--- src/rtl/la_pkg.sv ---
// Shared types for the logic-analyzer UART packet path: FSM encodings and the
// packet header constant.
package la_pkg;

    localparam logic [7:0] LA_PACKET_HEADER = 8'hA5;

    typedef enum logic [2:0] {
        PK_IDLE,
        PK_HDR,
        PK_LEN_LO,
        PK_LEN_HI,
        PK_FETCH,
        PK_DATA,
        PK_CSUM,
        PK_FIN
    } pkt_state_e;

    typedef enum logic [1:0] {
        SND_IDLE,
        SND_SEND,
        SND_WAIT_ACT,
        SND_WAIT_IDLE
    } snd_state_e;

endpackage

--- src/rtl/uart_byte_sender.sv ---
// One-byte-at-a-time handshake to uart_tx: strobe, wait for active, wait for idle.
// byte_ready is combinational so a new byte can be accepted the cycle the line goes idle.
module uart_byte_sender
    import la_pkg::*;
(
    input  logic       clock,
    input  logic       reset_n,
    input  logic       byte_valid,
    input  logic [7:0] byte_data,
    output logic       byte_ready,
    output logic       tx_send_byte,
    output logic [7:0] tx_byte,
    input  logic       tx_active
);

    snd_state_e r_state, w_state_nxt;
    logic       r_send,  w_send_nxt;
    logic [7:0] r_byte,  w_byte_nxt;

    always_ff @(posedge clock or negedge reset_n) begin
        if (!reset_n) begin
            r_state <= SND_IDLE;
            r_send  <= 1'b0;
            r_byte  <= 8'h00;
        end else begin
            r_state <= w_state_nxt;
            r_send  <= w_send_nxt;
            r_byte  <= w_byte_nxt;
        end
    end

    always_comb begin
        w_state_nxt = r_state;
        w_send_nxt  = 1'b0;
        w_byte_nxt  = r_byte;
        byte_ready  = 1'b0;
        case (r_state)
            SND_IDLE:      byte_ready = 1'b1;
            SND_SEND:      w_state_nxt = SND_WAIT_ACT;
            SND_WAIT_ACT:  if (tx_active) w_state_nxt = SND_WAIT_IDLE;
            SND_WAIT_IDLE: begin
                if (!tx_active) begin
                    byte_ready  = 1'b1;
                    w_state_nxt = SND_IDLE;
                end
            end
            default:       w_state_nxt = SND_IDLE;
        endcase
        // tx_byte only changes on acceptance, so it holds until the byte completes
        if (byte_ready && byte_valid) begin
            w_state_nxt = SND_SEND;
            w_send_nxt  = 1'b1;
            w_byte_nxt  = byte_data;
        end
    end

    assign tx_send_byte = r_send;
    assign tx_byte      = r_byte;

endmodule

--- src/rtl/uart_tx_packetizer.sv ---
// Frames a block of sample memory as HEADER, 16-bit length, payload [, XOR checksum]
// and streams it through uart_tx. Checksum byte present when UART_PACKET_CHECKSUM_EN is defined.
module uart_tx_packetizer
    import la_pkg::*;
#(
    parameter int unsigned ADDR_W = 9,
    parameter logic [7:0]  HEADER = LA_PACKET_HEADER
) (
    input  logic              clock,
    input  logic              reset_n,
    input  logic              start,
    input  logic [ADDR_W-1:0] len,
    output logic [ADDR_W-1:0] mem_addr,
    input  logic [7:0]        mem_data,
    output logic              tx_send_byte,
    output logic [7:0]        tx_byte,
    input  logic              tx_active,
    output logic              busy,
    output logic              done
);

    localparam int unsigned LEN_FIELD_W = 16;

    pkt_state_e        r_state,    w_state_nxt;
    logic [ADDR_W-1:0] r_len,      w_len_nxt;
    logic [ADDR_W-1:0] r_idx,      w_idx_nxt;
    logic [ADDR_W-1:0] r_mem_addr, w_mem_addr_nxt;
    logic              r_busy,     w_busy_nxt;
    logic              r_done,     w_done_nxt;
    logic              r_mem_ok,   w_mem_ok_nxt;
`ifdef UART_PACKET_CHECKSUM_EN
    logic [7:0]        r_csum,     w_csum_nxt;
`endif

    logic                   w_byte_valid;
    logic [7:0]             w_byte_data;
    logic                   w_byte_ready;
    logic                   w_last;
    logic [LEN_FIELD_W-1:0] w_len16;

    assign w_len16 = LEN_FIELD_W'(r_len);

    uart_byte_sender u_sender (
        .clock        (clock),
        .reset_n      (reset_n),
        .byte_valid   (w_byte_valid),
        .byte_data    (w_byte_data),
        .byte_ready   (w_byte_ready),
        .tx_send_byte (tx_send_byte),
        .tx_byte      (tx_byte),
        .tx_active    (tx_active)
    );

    always_ff @(posedge clock or negedge reset_n) begin
        if (!reset_n) begin
            r_state    <= PK_IDLE;
            r_len      <= '0;
            r_idx      <= '0;
            r_mem_addr <= '0;
            r_busy     <= 1'b0;
            r_done     <= 1'b0;
            r_mem_ok   <= 1'b0;
`ifdef UART_PACKET_CHECKSUM_EN
            r_csum     <= 8'h00;
`endif
        end else begin
            r_state    <= w_state_nxt;
            r_len      <= w_len_nxt;
            r_idx      <= w_idx_nxt;
            r_mem_addr <= w_mem_addr_nxt;
            r_busy     <= w_busy_nxt;
            r_done     <= w_done_nxt;
            r_mem_ok   <= w_mem_ok_nxt;
`ifdef UART_PACKET_CHECKSUM_EN
            r_csum     <= w_csum_nxt;
`endif
        end
    end

    // Each sending state means "that byte is in flight"; the next byte is issued
    // the cycle the sender reports the previous one complete.
    always_comb begin
        w_state_nxt    = r_state;
        w_len_nxt      = r_len;
        w_idx_nxt      = r_idx;
        w_mem_addr_nxt = r_mem_addr;
        w_busy_nxt     = r_busy;
        w_done_nxt     = 1'b0;
        w_mem_ok_nxt   = 1'b0;
        w_byte_valid   = 1'b0;
        w_byte_data    = 8'h00;
        w_last         = 1'b0;
        case (r_state)
            PK_IDLE: begin
                if (start) begin
                    w_len_nxt    = len;
                    w_idx_nxt    = '0;
                    w_busy_nxt   = 1'b1;
                    w_byte_valid = 1'b1;
                    w_byte_data  = HEADER;
                    w_state_nxt  = PK_HDR;
                end
            end
            PK_HDR: begin
                if (w_byte_ready) begin
                    w_byte_valid = 1'b1;
                    w_byte_data  = w_len16[7:0];
                    w_state_nxt  = PK_LEN_LO;
                end
            end
            PK_LEN_LO: begin
                if (w_byte_ready) begin
                    w_byte_valid = 1'b1;
                    w_byte_data  = w_len16[15:8];
                    w_state_nxt  = PK_LEN_HI;
                end
            end
            PK_LEN_HI: begin
                if (w_byte_ready) begin
                    if (r_len == '0) begin
                        w_last = 1'b1;
                    end else begin
                        w_mem_addr_nxt = r_idx;
                        w_state_nxt    = PK_FETCH;
                    end
                end
            end
            PK_FETCH: begin
                // First cycle presents the address; second cycle sees mem_data
                if (!r_mem_ok) begin
                    w_mem_ok_nxt = 1'b1;
                end else begin
                    w_byte_valid = 1'b1;
                    w_byte_data  = mem_data;
                    w_idx_nxt    = r_idx + ADDR_W'(1);
                    w_state_nxt  = PK_DATA;
                end
            end
            PK_DATA: begin
                if (w_byte_ready) begin
                    if (r_idx < r_len) begin
                        w_mem_addr_nxt = r_idx;
                        w_state_nxt    = PK_FETCH;
                    end else begin
                        w_last = 1'b1;
                    end
                end
            end
            PK_CSUM: begin
                if (w_byte_ready) begin
                    w_state_nxt = PK_FIN;
                    w_done_nxt  = 1'b1;
                    w_busy_nxt  = 1'b0;
                end
            end
            PK_FIN:  w_state_nxt = PK_IDLE;
            default: w_state_nxt = PK_IDLE;
        endcase
`ifdef UART_PACKET_CHECKSUM_EN
        w_csum_nxt = r_csum;
        if (w_last) begin
            w_byte_valid = 1'b1;
            w_byte_data  = r_csum;
            w_state_nxt  = PK_CSUM;
        end
        // Header is issued from IDLE, so it never enters the fold
        if (r_state == PK_IDLE) begin
            w_csum_nxt = 8'h00;
        end else if (w_byte_valid && !w_last) begin
            w_csum_nxt = r_csum ^ w_byte_data;
        end
`else
        if (w_last) begin
            w_state_nxt = PK_FIN;
            w_done_nxt  = 1'b1;
            w_busy_nxt  = 1'b0;
        end
`endif
    end

    assign mem_addr = r_mem_addr;
    assign busy     = r_busy;
    assign done     = r_done;

endmodule

--- config.mk ---
export PLATFORM = sky130hd
export DESIGN_NAME = uart_tx_packetizer
export DESIGN_NICKNAME = d
export VERILOG_FILES = /design/src/rtl/la_pkg.sv /design/src/rtl/uart_byte_sender.sv /design/src/rtl/uart_tx_packetizer.sv
export SDC_FILE = /design/constraint.sdc
export NUM_CORES = 1
export LEC_CHECK = 0
export BUFFER_PORTS_ARGS = -buffer_cell sky130_fd_sc_hd__buf_4
export CORE_MARGIN = 2
export CORE_UTILIZATION = 41
export CTS_BUF_LIST = sky130_fd_sc_hd__clkbuf_8
export CTS_CLUSTER_SIZE = 24
export DETAILED_ROUTE_END_ITERATION = 6
export GPL_TIMING_DRIVEN = 0
export SYNTH_ARGS = -nofsm -noshare
export SYNTH_HDL_FRONTEND = slang
export SYNTH_SLANG_ARGS = --single-unit
export TNS_END_PERCENT = 5
--- constraint.sdc ---
create_clock -name clock -period 6.4 [get_ports clock]
set_clock_uncertainty 0.2 [all_clocks]
set_input_delay 0.96 -clock clock [delete_from_list [all_inputs] [get_ports clock]]
set_output_delay 0.96 -clock clock [all_outputs]
set_load 0.1 [all_outputs]
==> flow_metrics.env, run 1 <==
export IMPL_detail_placement_hpwl_mm=4.821
export IMPL_seq_area_frac_synth_pct=41.67
export IMPL_global_route_wire_length_before_repair_mm=10.72
export IMPL_pwr_density_cell_nw_per_um2=563.6
export IMPL_crit_reg2reg_launch="r_len[2]"
export IMPL_chipHeight_um=84.28
export IMPL_worst_setup_hold_path_clk_slew_ns=0.08
export IMPL_post_layout_minimum_cycle_time_ns=2.956
export IMPL_synth_area_leader_cell="dfrtp_1"
export IMPL_outcome="finished, final reports clean"
export IMPL_worst_path_class_setup="reg -> reg"
export IMPL_hold_violations=0
export IMPL_finalMaxSlewViolations=0
export IMPL_fin_crit_sh_pct=46.18
export IMPL_cts_repair_resized=0
export IMPL_yosys_area_top_type_share_pct=41.67
export IMPL_dominantRegCellSynth="dfrtp_1"
export IMPL_floorplan_die_width_um=84.28
export IMPL_syn_area_per_cell_um2=9.338
export IMPL_arrival_ns=2.98
export IMPL_startpoint="r_len[2]"
export IMPL_synth_cell_types=47
export IMPL_synth_net_count=317
export IMPL_start_util_pct=42.10
export IMPL_max_freq_ghz=0.3383
export IMPL_final_core_util_pct=49.85
export IMPL_site_row_count=29
export IMPL_dr_pass1_iters=4
export IMPL_post_synth_instance_area_um2=2643
export IMPL_hold_start="u_sender.tx_byte[7]"
export IMPL_cts_bufs_inserted=5
export IMPL_core_area_um2=6277
export IMPL_synth_to_layout_area_growth_pct=18.42
export IMPL_ctsHoldBuffers=0
export IMPL_setup_violations=0
export IMPL_clock_sinks=44
export IMPL_yosys_register_bits=44
export IMPL_synth_area_top_cells="dfrtp_1, ha_1, nand2_1"
export IMPL_maxCapViolCount=0
export IMPL_antenna_violations_before_repair=0
export IMPL_final_antenna_net_count=0
export IMPL_worstMarginPinSlew_ns=1.233
export IMPL_ratio_of_cells_with_drive_above_1_in_the_final_layout_pct=19.34
export IMPL_worst_ir_drop_vdd_mv=0.2187
export IMPL_gp_congestion=0.8776
export IMPL_first_global_vias=2148
export IMPL_layout_nets=364
export IMPL_maximum_number_of_pins_on_one_net_before_global_route_repair=45
export IMPL_grt_remaining_overflow=0
export IMPL_die_area_um2=7103
export IMPL_postLayoutSetupSlackWorst_ns=3.444
export IMPL_headroom_to_the_max_slew_limit_pct=17.31
export IMPL_hold_class="reg -> reg"
export IMPL_cts_tree="built"
export IMPL_fin_tns_setup_ns=0
export IMPL_cts_root_buffer_cell="clkbuf_8"
export IMPL_clock_latency_ns=0.30
export IMPL_timing_critical_path_required_ns=6.43
export IMPL_drt_first_iter_violations=141
export IMPL_ctsLongestPathBuffers=2
export IMPL_cellLeakagePower_uw=0.001481
export IMPL_ios=41
export IMPL_via_per_inst=5.564
export IMPL_unrepaired_setup_endpoints_after_global_routing="false"
export IMPL_drt_wirelength_per_cell_um=15.99
export IMPL_netlist_instances=283
export IMPL_htree_levels=2
export IMPL_synth_async_sr_flop_share_pct=100.0
export IMPL_critPathLaunchType="flip-flop"
export IMPL_final_cells=408
export IMPL_synth_edff_count=0
export IMPL_number_of_i_o_port_buffers=40
export IMPL_synth_most_common_cell="dfrtp_1"
export IMPL_fillers=613
export IMPL_crit_path_end_kind="flip-flop"
export IMPL_drc=0
export IMPL_total_global_route_track_usage_pct=18.92
export IMPL_post_cts_buffers=0
export IMPL_vias=2270
export IMPL_antenna_diode_count=0
export IMPL_synthTopCellsByCount="dfrtp_1, nand2_1, nor2_1"
export IMPL_post_place_cells=400
export IMPL_postRouteWirelength_mm=6.524
export IMPL_synth_warnings=0
export IMPL_post_place_ws_ns=3.430
export IMPL_crit_path_max_fanout=9
export IMPL_p_total_uw=1764
-- final cells by class --
cell class                 count  area (µm²)  share of cell area, %
sequential                    44        1101                  35.19
clock buffer                   6       82.58                  2.639
clock inverter                 2       7.507                 0.2399
multi-input combinational    209        1413                  45.14
inverter                      18       67.56                  2.159
tap                           77       96.34                  3.079
timing repair buffer          40       300.3                  9.596
buffer                        12       61.31                  1.959
-- metrics by stage --
stage	instance area [µm²]	hold slack [ns]
floorplan	2643	0.2962
global placement	3039	0.2758
detailed placement	3039	0.2817
CTS	3129	0.2998
global route	3129	0.3269
finish	3129	0.2992
-- where the power goes --
group | internal, µW | total, µW | switching [µW]
clock network | 85.0 | 177 | 92.3
logic | 329 | 1100 | 774
registers | 383 | 483 | 100
-- metal layers --
metal / part of all wire (%) / vias up / wire (µm) / GRT usage (%)
met2: 44 / 40 / 2903 / 28.28
met3: 3.3 / 10 / 215 / 2.852
met5: 0 / - / 0 / 0
met4: 1.6 / 0 / 107 / 6.598
met1: 51 / 1096 / 3298 / 28.00
li1: - / 1124 / - / -
-- sequential cells by signal, summed over array words and instances (netlist names) --
signal	cells
r_idx	9
done	1
r_len	9
u_sender.tx_byte	8
busy	1
u_sender.r_state	2
r_state	3
r_mem_ok	1
mem_addr	9
u_sender.tx_send_byte	1
-- final timing paths --
| kind | to | cells after the start | slack (ns) |
|---|---|---|---|
| max | mem_addr[0] | 7 | 3.44 |
| min | u_sender.tx_byte[7] | 2 | 0.30 |
| max reg2reg | mem_addr[0] | 7 | 3.44 |
| min reg2reg | u_sender.tx_byte[7] | 2 | 0.30 |
| max in group asynchronous | r_state[2] | 1 | 5.15 |
| min in group asynchronous | mem_addr[1] | 1 | 0.44 |
-- cells by family after synthesis --
| kind of cell | synth area share, % |
|---|---|
| buf+inv | 4.877 |
| simple gates | 21.45 |
| fa+ha+maj | 6.155 |
| flops | 41.67 |
| compound gates | 19.27 |
| xor+xnor | 1.989 |
| mux | 4.593 |
-- placed cells by master, fill, tap and decap left out, types with 4 or more instances in the layout --
cell,Yosys,routed
o211ai_1,4,4
mux2i_1,11,11
clkbuf_8,0,6
o32ai_1,9,9
a22oi_1,5,5
inv_1,15,17
buf_4,0,40
dfrtp_1,44,44
nand2_1,34,34
clkbuf_1,8,8
nand4_1,5,5
o21ai_1,21,21
nor2_1,25,25
o21ai_0,8,8
a21oi_1,5,5
a211oi_1,4,4
ha_1,13,13
or3_1,10,10
nor3_2,9,9
nand2b_1,5,5
xor2_1,4,4
o21a_1,4,4
-- worst max-delay path: stages, from the launching register on --
cell and delay, ns:
dfrtp_1 0.38, inv_1 0.08, ha_1 0.30, a211oi_1 0.29, o211ai_1 0.20, a211oi_1 1.00, o32ai_1 0.21, nor3_2 0.22
Power figures use the tool's default switching activity.
==> run 2: changes to the inputs <==
==> constraint.sdc (replaced) <==
create_clock -name clock -period 3 [get_ports clock]
set_clock_uncertainty 0.2 [all_clocks]
set_input_delay 0.45 -clock clock [delete_from_list [all_inputs] [get_ports clock]]
set_output_delay 0.45 -clock clock [all_outputs]
set_load 0.1 [all_outputs]
==> flow_metrics.env, run 2 (synthesis results as in run 1) <==
export IMPL_pwr_density_cell_nw_per_um2=1200
export IMPL_post_layout_minimum_cycle_time_ns=2.692
export IMPL_grt_met1_usage_pct=28.00
export IMPL_drc=0
export IMPL_total_global_route_track_usage_pct=18.92
export IMPL_share_comb_of_total_power_pct=62.6
export IMPL_via_per_inst=5.555
export IMPL_timing_critical_path_required_ns=3.02
export IMPL_hold_violations=0
export IMPL_setup_violations=0
export IMPL_htree_levels=2
export IMPL_synth_to_layout_area_growth_pct=18.99
export IMPL_arrival_ns=2.72
export IMPL_power_share_switching_pct=54.85
export IMPL_fin_crit_sh_pct=89.73
export IMPL_die_area_um2=7103
export IMPL_gp_congestion=0.8776
export IMPL_final_antenna_net_count=0
export IMPL_crit_path_max_fanout=10
export IMPL_dr_pass1_iters=6
export IMPL_final_core_util_pct=50.09
export IMPL_worst_setup_hold_path_clk_slew_ns=0.08
export IMPL_ratio_of_cells_with_drive_above_1_in_the_final_layout_pct=19.58
export IMPL_fin_tns_setup_ns=0
export IMPL_number_of_i_o_port_buffers=40
export IMPL_worst_ir_drop_vdd_mv=0.4614
export IMPL_p_total_uw=3773
export IMPL_final_cells=409
export IMPL_drt_wirelength_per_cell_um=15.96
export IMPL_cts_root_buffer_cell="clkbuf_8"
export IMPL_ctsLongestPathBuffers=2
export IMPL_internal_power_uw=1703
export IMPL_power_dissipated_by_switching_net_loads_uw=2069
export IMPL_global_route_wire_length_before_repair_mm=10.72
export IMPL_top_usage_layer="met2"
export IMPL_layout_cells_most_common="dfrtp_1"
export IMPL_cts_tree="built"
export IMPL_cts_bufs_inserted=5
export IMPL_gr_met2_demand_resource_pct=28.28
export IMPL_headroom_to_the_max_slew_limit_pct=31.55
export IMPL_p_clk_share_pct=10.1
export IMPL_drt_first_iter_violations=191
export IMPL_layout_nets=365
export IMPL_worst_path_class_setup="reg -> reg"
export IMPL_chipHeight_um=84.28
export IMPL_detail_placement_hpwl_mm=4.821
export IMPL_antenna_violations_before_repair=0
export IMPL_grt_remaining_overflow=0
export IMPL_postRouteWirelength_mm=6.527
export IMPL_mostFrequentLayoutCells="dfrtp_1, buf_4, nand2_1"
export IMPL_outcome="finished, final reports clean"
export IMPL_vias=2272
export IMPL_ios=41
export IMPL_power_frac_seq_pct=27.3
export IMPL_worstMarginPinSlew_ns=1.025
export IMPL_critPathLaunchType="flip-flop"
export IMPL_hold_class="in -> reg"
export IMPL_post_dp_cell_area_um2=3039
export IMPL_start_util_pct=42.10
export IMPL_first_global_vias=2148
export IMPL_max_freq_ghz=0.3715
export IMPL_unrepaired_setup_endpoints_after_global_routing="false"
export IMPL_post_cts_buffers=0
export IMPL_maxCapViolCount=0
export IMPL_site_row_count=29
export IMPL_met3_usage_pct=2.852
export IMPL_post_place_cells=400
export IMPL_finish_instance_area_um2=3144
export IMPL_maximum_number_of_pins_on_one_net_before_global_route_repair=45
export IMPL_crit_path_end_kind="flip-flop"
export IMPL_clock_latency_ns=0.30
export IMPL_floorplan_die_width_um=84.28
export IMPL_cellLeakagePower_uw=0.001486
export IMPL_clock_sinks=44
export IMPL_finalMaxSlewViolations=0
export IMPL_core_area_um2=6277
export IMPL_antenna_diode_count=0
run 2: per-stage QoR:
stage                     hold slack [ns]  setup slack (ns)
after detailed placement           0.2817           0.03041
after CTS                          0.1519           0.03795
after floorplan                  -0.04559            0.6268
final                              0.1508            0.3082
after global placement             0.2758            0.1665
after global routing               0.1518           0.04308
run 2: worst paths after layout:
kind | from | to | slack [ns] | depth (start not counted)
worst min register to register | u_sender.tx_byte[7] | u_sender.tx_byte[7] | 0.30 | 2
worst max-delay path | r_state[2] | u_sender.tx_byte[5] | 0.31 | 5
max in group asynchronous | reset_n | r_state[2] | 1.71 | 2
worst max register to register | r_state[2] | u_sender.tx_byte[5] | 0.31 | 5
worst min-delay path | len[1] | r_len[1] | 0.15 | 3
min in group asynchronous | reset_n | mem_addr[1] | 0.47 | 2
run 2: final cells by class:
| cell class | count | area, µm² |
|---|---|---|
| well taps | 77 | 96.34 |
| flip-flops and latches | 44 | 1101 |
| repair buffers | 41 | 310.3 |
| inverters | 18 | 67.56 |
| multi-input cells | 209 | 1418 |
| clock inverters | 2 | 7.507 |
| clock buffers | 6 | 82.58 |
| plain buffers | 12 | 61.31 |
| fillers | 612 | 3133 |
run 2: critical path, stage by stage (launching register included):
cell      delay, ns
dfrtp_1        0.41
clkbuf_1       0.43
nand2_1        0.24
nor3b_1        0.89
a221oi_1       0.27
o21ai_1        0.18
run 2: what timing repair did:
item,4_1_cts,5_1_grt
endpoints found under the hold margin,44,0
setup endpoints to repair,0,9
gates resized for setup,0,1
hold buffers,1,0
run 2: routing by layer:
layer	vias to the layer above	wire (µm)
met1	1093	3306
met5	-	0
met2	45	2886
met4	0	107
li1	1124	-
met3	10	226
run 2: power groups by stage:
stage          clock, µW  combinational, µW  sequential, µW
6_report             380               2360            1030
5_1_grt              411               2560            1060
4_1_cts              393               2360            1030
3_5_place_dp           0               2340            1040
3_3_place_gp           0               2320            1040
2_1_floorplan          0               1140            1710
==> run 3: changes to the inputs <==
--- a/config.mk
+++ b/config.mk
@@ -5,6 +5,7 @@
 export SDC_FILE = /design/constraint.sdc
 export NUM_CORES = 1
 export LEC_CHECK = 0
+export ABC_AREA = 1
 export BUFFER_PORTS_ARGS = -buffer_cell sky130_fd_sc_hd__buf_4
 export CORE_MARGIN = 2
 export CORE_UTILIZATION = 41
==> flow_metrics.env, run 3 <==
export IMPL_synth_warnings=0
export IMPL_dominantRegCellSynth="dfrtp_1"
export IMPL_die_area_um2=6359
export IMPL_post_place_cells=406
export IMPL_synth_async_sr_flop_share_pct=100.0
export IMPL_ratio_of_cells_with_drive_above_1_in_the_final_layout_pct=19.24
export IMPL_timing_reg2reg_worst_path_depth=10
export IMPL_headroom_to_the_max_slew_limit_pct=55.94
export IMPL_cp_cell_sequence="ha_1 > nand2_1 > nor2_1 > nand3_1 > nand4_1 > nand2_1 > nand2_2 > buf_4 > nand2_1 > o21ai_1"
export IMPL_holdPathEnd="r_len[0]"
export IMPL_netlist_instances=294
export IMPL_fin_crit_sh_pct=69.20
export IMPL_vias=2040
export IMPL_dr_pass1_iters=4
export IMPL_critical_path_slowest_cell="dfrtp_1"
export IMPL_unrepaired_setup_endpoints_after_global_routing="false"
export IMPL_crit_path_max_fanout=10
export IMPL_crit_top_cell="nand2_1"
export IMPL_clock_sinks=44
export IMPL_floorplan_die_width_um=79.75
export IMPL_hold_path_cell_count=3
export IMPL_fin_tns_setup_ns=0
export IMPL_number_of_i_o_port_buffers=40
export IMPL_pwr_density_cell_nw_per_um2=1174
export IMPL_seq_area_frac_synth_pct=46.81
export IMPL_synth_area_top_cells="dfrtp_1, nand2_1, ha_1"
export IMPL_hold_start="len[0]"
export IMPL_first_global_vias=1882
export IMPL_final_antenna_net_count=0
export IMPL_slack_of_the_worst_reg_to_reg_path_ns=0.92
export IMPL_cpPeakStageDelay_ns=0.43
export IMPL_cellLeakagePower_uw=0.001499
export IMPL_yosys_area_top_type_share_pct=46.81
export IMPL_timing_critical_path_required_ns=3.03
export IMPL_synth_cell_types=28
export IMPL_layout_nets=376
export IMPL_worst_ir_drop_vdd_mv=0.6180
export IMPL_start_util_pct=42.46
export IMPL_total_global_route_track_usage_pct=17.92
export IMPL_synth_net_count=328
export IMPL_regToRegEndpoint="mem_addr[7]"
export IMPL_post_layout_minimum_cycle_time_ns=2.076
export IMPL_worstMarginPinSlew_ns=0.6585
export IMPL_final_cells=415
export IMPL_crit_path_end_kind="flip-flop"
export IMPL_core_area_um2=5540
export IMPL_synth_most_common_cell="nand2_1"
export IMPL_fillers=563
export IMPL_maxCapViolCount=0
export IMPL_layout_cells_most_common="nand2_1"
export IMPL_maximum_number_of_pins_on_one_net_before_global_route_repair=45
export IMPL_drc=0
export IMPL_synth_area_leader_cell="dfrtp_1"
export IMPL_drt_first_iter_violations=101
export IMPL_synth_edff_count=0
export IMPL_yosys_register_bits=44
export IMPL_worst_path_class_setup="reg -> reg"
export IMPL_outcome="finished, final reports clean"
export IMPL_multiInputGateArea_um2=1059
export IMPL_ctsLongestPathBuffers=2
export IMPL_worst_setup_hold_path_clk_slew_ns=0.09
export IMPL_synth_to_layout_area_growth_pct=22.18
export IMPL_ios=41
export IMPL_detail_placement_hpwl_mm=3.855
export IMPL_global_route_wire_length_before_repair_mm=8.714
export IMPL_cts_repair_resized=0
export IMPL_mostFrequentLayoutCells="nand2_1, dfrtp_1, buf_4"
export IMPL_cts_root_buffer_cell="clkbuf_8"
export IMPL_post_synth_instance_area_um2=2352
export IMPL_via_per_inst=4.916
export IMPL_chipHeight_um=79.75
export IMPL_hold_class="in -> reg"
export IMPL_cts_bufs_inserted=5
export IMPL_postRouteWirelength_mm=5.141
export IMPL_max_freq_ghz=0.4817
export IMPL_setup_violations=0
export IMPL_cts_tree="built"
export IMPL_syn_area_per_cell_um2=8.001
export IMPL_antenna_diode_count=0
export IMPL_clock_latency_ns=0.31
export IMPL_critPathLaunchType="flip-flop"
export IMPL_synthTopCellsByCount="nand2_1, dfrtp_1, inv_1"
export IMPL_regArea_um2=1101
export IMPL_antenna_violations_before_repair=0
export IMPL_drt_wirelength_per_cell_um=12.39
export IMPL_htree_levels=2
export IMPL_arrival_ns=2.10
export IMPL_hold_violations=0
export IMPL_finalMaxSlewViolations=0
export IMPL_crit_reg2reg_launch="r_idx[8]"
export IMPL_gp_congestion=0.8298
export IMPL_site_row_count=27
export IMPL_grt_remaining_overflow=0
[run 3: changes by cell type in the layout (fill, tap and decap cells not counted), moves of 6 or more]
cell,before,now
o21ai_1,21,12
mux2i_1,11,0
clkbuf_1,8,1
o21ai_0,8,17
o32ai_1,9,0
nor3_1,0,6
or3_1,10,0
nor3_2,9,0
inv_1,17,38
nand2_1,34,87
nand3_1,3,10
nor2_1,25,19
[run 3: worst max-delay path, delay by kind of cell (launching register included)]
kind | cells | cell delay (ns)
AO/OA/AOI/OAI | 1 | 0.07
AND/OR/NAND/NOR | 7 | 0.79
buffers and inverters | 1 | 0.20
flip-flops | 1 | 0.43
adder cells (fa/ha/maj) | 1 | 0.31
[run 3: logic make-up after synthesis]
family / after synthesis / synth area share (%)
xor+xnor: 1 / 0.3724
flops: 44 / 46.81
buf+inv: 48 / 8.191
simple gates: 137 / 25.16
compound gates: 51 / 12.55
fa+ha+maj: 13 / 6.915
[run 3: metal layers]
metal  up-vias  part of all wire [%]  global-route usage (%)
li1       1052                     -                       -
met4         0                   1.7                   7.458
met2        49                    46                   28.24
met3         8                   5.8                   3.733
met5         -                     0                       0
met1       931                    47                   23.99
[run 3: worst max-delay path by stage]
stage	from	to	depth (start not counted)
2_1_floorplan	r_len[8]	mem_addr[7]	11
3_3_place_gp	r_idx[8]	mem_addr[7]	10
3_5_place_dp	r_len[2]	mem_addr[7]	13
4_1_cts	r_len[2]	mem_addr[7]	13
5_1_grt	r_len[2]	mem_addr[7]	13
6_report	r_idx[8]	mem_addr[7]	10
[run 3: where the power goes]
part           internal [µW]  total [µW]  switching, µW
clock                    272         488            216
sequential               806         960            154
combinational            496        1920           1430
total                   1570        3370           1800
[run 3: cell type report]
type,count,share of cell area [%]
timing repair buffer,41,10.80
sequential,44,38.31
multi-input combinational,202,36.83
clock inverter,2,1.350
buffer,4,0.9578
clock buffer,6,2.873
tap,72,3.135
inverter,44,5.747
[run 3: what timing repair did]
item,in CTS,in global routing
hold endpoints to repair,44,0
setup buffers,0,0
hold buffers,1,0
[run 3: metrics by stage]
stage          hold WS (ns)  total power (µW)  setup slack, ns  area (µm²)  utilization, %
3_5_place_dp         0.2497              2913           0.9130        2743           49.50
2_1_floorplan      -0.04559              2482            1.115        2352               -
3_3_place_gp         0.2522              2887           0.9204        2743           49.50
6_report             0.1367              3373           0.9241        2874           51.87
4_1_cts              0.1319              3407           0.8818        2874           51.87
5_1_grt              0.1487              3625           0.7061        2874           51.87
